==> config.mk <==
export PLATFORM = sky130hd
export DESIGN_NAME = sync_pulse_rx_flat
export DESIGN_NICKNAME = d
export VERILOG_FILES = /design/src/rtl/sync_pulse_rx_pkg.sv /design/src/rtl/sync_pulse_rx_if.sv /design/src/rtl/sync_pulse_rx_chain.sv /design/src/rtl/sync_pulse_rx.sv /design/src/flat_wrapper.sv
export SDC_FILE = /design/constraint.sdc
export NUM_CORES = 1
export LEC_CHECK = 0
export CORE_AREA = 2 2 39 41
export CTS_CLUSTER_SIZE = 12
export DETAILED_ROUTE_END_ITERATION = 16
export DIE_AREA = 0 0 41 43
export GPL_TIMING_DRIVEN = 0
export PLACE_DENSITY = 0.61
export SYNTH_ARGS = -nofsm -noshare
export SYNTH_HDL_FRONTEND = slang
export SYNTH_SLANG_ARGS = --single-unit
==> constraint.sdc <==
create_clock -name clk -period 4 [get_ports clk]
set_input_delay 1.2 -clock clk [delete_from_list [all_inputs] [get_ports clk]]
set_output_delay 1.2 -clock clk [all_outputs]
set_load 0.005 [all_outputs]
==> src/rtl/sync_pulse_rx_pkg.sv <==
// Shared constants for the toggle-based pulse crossing (receive side and
// the matching sender).
package sync_pkg;

    localparam int SYNC_STAGES_MIN = 2;
    localparam int SYNC_STAGES_MAX = 4;
    localparam int CNT_W_DEFAULT   = 4;

endpackage

==> src/rtl/sync_pulse_rx_if.sv <==
// Event delivery handshake: the receiver drives valid/pending, the local
// consumer drives ready.
interface sync_pulse_rx_if
    import sync_pkg::*;
#(
    parameter int CNT_W = CNT_W_DEFAULT
);

    logic             evt_valid;
    logic             evt_ready;
    logic [CNT_W-1:0] pending;

    modport master (
        output evt_valid,
        output pending,
        input  evt_ready
    );

    modport slave (
        input  evt_valid,
        input  pending,
        output evt_ready
    );

endinterface

==> src/rtl/sync_pulse_rx_chain.sv <==
// N-flop asynchronous-reset level synchronizer. Also used by the sender to
// bring ack_tog back into its own domain.
module sync_chain #(
    parameter int N = 2
) (
    input  logic clk,
    input  logic rst_n,
    input  logic d,
    output logic q
);

    (* ASYNC_REG = "TRUE", keep = "true" *) logic [N-1:0] sync;

    // Shift the asynchronous level through the chain; only the last stage is safe to use.
    always_ff @(posedge clk or negedge rst_n) begin
        if (!rst_n) begin
            sync <= '0;
        end else begin
            sync <= {sync[N-2:0], d};
        end
    end

    assign q = sync[N-1];

endmodule

==> src/rtl/sync_pulse_rx.sv <==
// Receive end of the toggle-based pulse crossing: synchronizes the remote
// toggle, turns each flip into a queued event, delivers events over a
// valid/ready handshake and returns an acknowledge toggle to the sender.
module sync_pulse_rx
    import sync_pkg::*;
#(
    parameter int SYNC_STAGES = 2,
    parameter int CNT_W       = CNT_W_DEFAULT
) (
    input  logic            clk,
    input  logic            rst_n,
    input  logic            tog_in,
    sync_pulse_rx_if.master evt,
    output logic            ack_tog,
    output logic            overflow,
    input  logic            ovf_clr
);

    if (SYNC_STAGES < SYNC_STAGES_MIN || SYNC_STAGES > SYNC_STAGES_MAX || CNT_W < 1) begin : g_param_check
        $fatal(1, "sync_pulse_rx: illegal SYNC_STAGES or CNT_W");
    end

    localparam logic [CNT_W-1:0] CNT_MAX = '1;

    logic             lvl_s;
    logic             lvl_d;
    logic             tog_edge;
    logic             accept;
    logic             ovf_set;
    logic [CNT_W-1:0] cnt;
    logic [CNT_W-1:0] cnt_nxt;

    sync_chain #(
        .N(SYNC_STAGES)
    ) u_sync (
        .clk   (clk),
        .rst_n (rst_n),
        .d     (tog_in),
        .q     (lvl_s)
    );

    // Remember the previous synchronized level for edge detection.
    always_ff @(posedge clk or negedge rst_n) begin
        if (!rst_n) begin
            lvl_d <= 1'b0;
        end else begin
            lvl_d <= lvl_s;
        end
    end

    assign tog_edge      = lvl_s ^ lvl_d;
    assign evt.evt_valid = (cnt != '0);
    assign evt.pending   = cnt;
    assign accept        = evt.evt_valid && evt.evt_ready;

    // Next pending count; an edge with nowhere to go is flagged as a drop.
    always_comb begin
        cnt_nxt = cnt;
        ovf_set = 1'b0;
        if (tog_edge && !accept) begin
            if (cnt != CNT_MAX) begin
                cnt_nxt = cnt + 1'b1;
            end else begin
                ovf_set = 1'b1;
            end
        end else if (!tog_edge && accept) begin
            cnt_nxt = cnt - 1'b1;
        end
    end

    // Pending counter, acknowledge toggle and sticky overflow (set wins over clear).
    always_ff @(posedge clk or negedge rst_n) begin
        if (!rst_n) begin
            cnt      <= '0;
            ack_tog  <= 1'b0;
            overflow <= 1'b0;
        end else begin
            cnt     <= cnt_nxt;
            ack_tog <= ack_tog ^ accept;
            if (ovf_set) begin
                overflow <= 1'b1;
            end else if (ovf_clr) begin
                overflow <= 1'b0;
            end
        end
    end

endmodule

==> src/flat_wrapper.sv <==
// flat-port wrapper written by rule: the top's interface ports become plain ports
module sync_pulse_rx_flat import sync_pkg::*;
#(
    parameter int SYNC_STAGES = 2,
    parameter int CNT_W       = CNT_W_DEFAULT
)
  (clk, rst_n, tog_in, ack_tog, overflow, ovf_clr, evt_evt_valid, evt_pending, evt_evt_ready);
  sync_pulse_rx_if #(.CNT_W(CNT_W)) evt_i ();
  input  logic clk;
  input  logic rst_n;
  input  logic tog_in;
  output logic ack_tog;
  output logic overflow;
  input  logic ovf_clr;
  output wire logic [$bits(evt_i.evt_valid)-1:0] evt_evt_valid;
  output wire logic [$bits(evt_i.pending)-1:0] evt_pending;
  input wire logic [$bits(evt_i.evt_ready)-1:0] evt_evt_ready;
  assign evt_evt_valid = evt_i.evt_valid;
  assign evt_pending = evt_i.pending;
  assign evt_i.evt_ready = evt_evt_ready;
  sync_pulse_rx #(.SYNC_STAGES(SYNC_STAGES), .CNT_W(CNT_W)) u_core (.clk(clk), .rst_n(rst_n), .tog_in(tog_in), .evt(evt_i), .ack_tog(ack_tog), .overflow(overflow), .ovf_clr(ovf_clr));
endmodule
==> results of run 1 <==
## cells in the final DEF, fill, tap and decap left out, types with 2 or more instances in the layout
| cell type | count |
|---|---|
| dfrtp_1 | 9 |
| ha_1 | 2 |
| xor2_1 | 4 |
| mux2_1 | 2 |
| clkbuf_4 | 3 |
| clkdlybuf4s50_1 | 11 |
## layout make-up
| cell class | instances | area share [%] |
|---|---|---|
| sequential | 9 | 38.9 |
| multi-input combinational | 21 | 33.3 |
| timing repair buffer | 11 | 19.0 |
| clock buffer | 3 | 3.89 |
| tap | 16 | 3.46 |
| clock inverter | 1 | 0.864 |
| inverter | 1 | 0.648 |
## stage by stage
stage | hold slack [ps] | setup slack, ps | instances | power (uW)
3_3_place_gp | 342 | 919 | 58 | 338
6_report | 360 | 984 | 62 | 410
5_1_grt | 376 | 901 | 62 | 456
2_1_floorplan | 331 | 1510 | 31 | 258
3_5_place_dp | 341 | 882 | 58 | 351
4_1_cts | 366 | 958 | 62 | 421
## logic make-up after synthesis
| logic type | count (synthesis) | share of synthesized area [%] |
|---|---|---|
| compound gates | 4 | 8.31 |
| flops | 9 | 53.4 |
| fa+ha+maj | 3 | 10.7 |
| mux | 3 | 7.71 |
| buf+inv | 1 | 0.889 |
| xor+xnor | 5 | 10.4 |
| simple gates | 6 | 8.61 |
## final timing paths
check | to | slack, ps | cells past startpoint | from
setup reg to reg | u_core.evt.pending[3] | 1700 | 7 | u_core.evt.pending[3]
hold / removal | u_core.u_sync.sync[1] | 360 | 0 | u_core.u_sync.sync[0]
hold reg to reg | u_core.u_sync.sync[1] | 360 | 0 | u_core.u_sync.sync[0]
setup / recovery | evt_evt_valid | 980 | 2 | u_core.evt.pending[3]
min in group asynchronous | u_core.ack_tog | 1230 | 1 | rst_n
max in group asynchronous | u_core.evt.pending[0] | 2480 | 1 | rst_n
## sequential cells by signal (all words and copies together), names as in the netlist
register	count
u_core.lvl_d	1
u_core.overflow	1
u_core.ack_tog	1
u_core.u_sync.sync	2
u_core.evt.pending	4
## metal layers
metal	global-route usage, %	vias up	routed length, microns
met1	12.6	144	279
met2	18.1	10	373
met5	0	-	0
met3	4.71	0	54
li1	-	140	-
met4	6.00	0	0
## where the power goes
| part | total [uW] | switching, uW | internal, uW |
|---|---|---|---|
| Sequential | 168 | 46.3 | 122 |
| Combinational | 176 | 64.5 | 112 |
| Clock | 65.8 | 29.1 | 36.7 |
| Total | 410 | 140 | 270 |
## worst register-to-register path, delay by kind of cell (launching register included)
kind / cells / cell delay, ps
AO/OA/AOI/OAI: 3 / 850
XOR/XNOR: 1 / 150
adder cells (fa/ha/maj): 1 / 330
flip-flops: 1 / 430
multiplexers: 1 / 240
AND/OR/NAND/NOR: 1 / 230
==> results.md, run 1 <==
- Diodes inserted: 0
- Final Instance Area: 579 sq um
- CP Buf/Inv Count: 1
- Critical Path End Type: output port
- EDFF count, synth: 0
- ANT nets after route: 0
- Overflow after GRT: 0
- CTS H-Tree Depth: 1
- Avg WL per Cell: 11.4 microns
- Fmax: 332 MHz
- Area contributors post-synth: dfrtp_1 (53%), xor2_1 (8.3%), ha_1 (5.9%)
- Post-DP Area: 552 sq um
- Register area share after synthesis: 53.4%
- Delay-heaviest family, CP: simple AND/OR/NAND/NOR gates
- First-pass GRT wire length: 1300 microns
- Vias in the first global route: 309
- Skew final: 10.1 ps
- Residual DRC count: 0
- Minimum clock period: 3020 ps
- Post-synthesis cell type count: 18
- Critical path arrival: 1820 ps
- Std cell rows: 14
- NumNets Final: 55
- Outcome: completed
- Yosys warning total: 0
- Largest net degree at the start of global routing: 10
- Fin util: 41.9%
- Number of hold buffers added after CTS: 0
- Die Wd: 41 microns
- Iteration-0 DRC Markers: 2
- Vias per std cell: 4.74
- Synth Register Bits: 9
- Leading area contributor after synthesis: dfrtp_1
- Share of the synthesized area in the top cell type: 53.4%
- Hold Crit Class: flip-flop to flip-flop
- Placer congestion estimate: 0.625
- CP Launch Type: flip-flop
- Top_reg_cell synth: dfrtp_1
- Max Slew Vio Count: 0
- DP HPWL: 624 microns
- Setup TNS: 0 ps
- CTS tree: done
- Area of the multi-input gates: 193 sq um
- Initial antenna violation count: 0
- Register Area: 225 sq um
- Max VDD drop: 0.191 mV
- Share of layout cells above drive strength 1: 15.2%
- Synth-to-Final Area Change: 37.4%
- Crit path largest cell delay: 670 ps
- Final hold vios: 0
- Clock Latency Late Sink: 260 ps
- Postcts setup bufs: 0
- Cell Area, Synth: 422 sq um
- Mapped Avg Cell Area: 13.6 sq um
- CTS Buf Count: 3
- Kind of critical path: flip-flop to output port
- Least-Margin Pin Slew: 432 ps
- DR pass1 iterations: 2
- Buffers on Ports: 11
- CP Data Required Time: 2800 ps
- CTS max path bufs: 2
- Die H: 43 microns
- RSZ-0062 raised after global routing: no
- Clock Pin Slew Worst Setup and Hold Paths: 60 ps
- Critical Path Fanout Max: 5
- Crit-path slowest cell: or4_2
- Asr flop ratio synth: 100%
- Post_cts resized: 0
- Static Leak: 0.000250 uW
- Critical Path, Cell by Cell: or4_2 > clkdlybuf4s50_1
- Boundary Pins: 12
- Synth top cells by count: dfrtp_1 (9), xor2_1 (4), ha_1 (2), mux2_1 (2)
- DR vias: 294
- Max_cap viols: 0
- Gate Count Post-Synth: 31
- Final WL: 707 microns
- Initial cell density of the core: 30.5%
- P per Cell Area: 708 nW/um^2
- Die area: 1760 sq um
- Total GRT Usage: 11.5%
- Fill count: 135
- Relative slew margins: 70.9%
- Setup-failing EPs final: 0
- CORE AREA: 1380 sq um
- Clk root buf: clkbuf_4
- Final period util: 75.4%
- Mapped Nets: 39
- Top-count cell post-synth: dfrtp_1
- Clock sink count: 9
(Power assumes the default switching activity.)
==> inputs of run 2 (changes only) <==
- clock period: 4 -> 2.9 ns (I/O delays scaled with it)
==> results of run 2 <==
Same layout as run 1 (identical final DEF). Status: completed.
Main changes from that run: setup slack after placement 882 ps -> 112 ps; setup slack after layout 984 ps -> 214 ps; register-to-register setup slack 1700 ps -> 600 ps; total power 410 uW -> 566 uW; worst IR drop on VDD 0.191 mV -> 0.263 mV
==> inputs of run 3 (changes only) <==
- GPL_ROUTABILITY_DRIVEN: not set -> 0
==> results of run 3 <==
Same layout as run 1 (identical final DEF). Status: completed.
Main changes from that run: setup slack after placement 882 ps -> 112 ps; setup slack after layout 984 ps -> 214 ps; register-to-register setup slack 1700 ps -> 600 ps; total power 410 uW -> 566 uW; worst IR drop on VDD 0.191 mV -> 0.263 mV
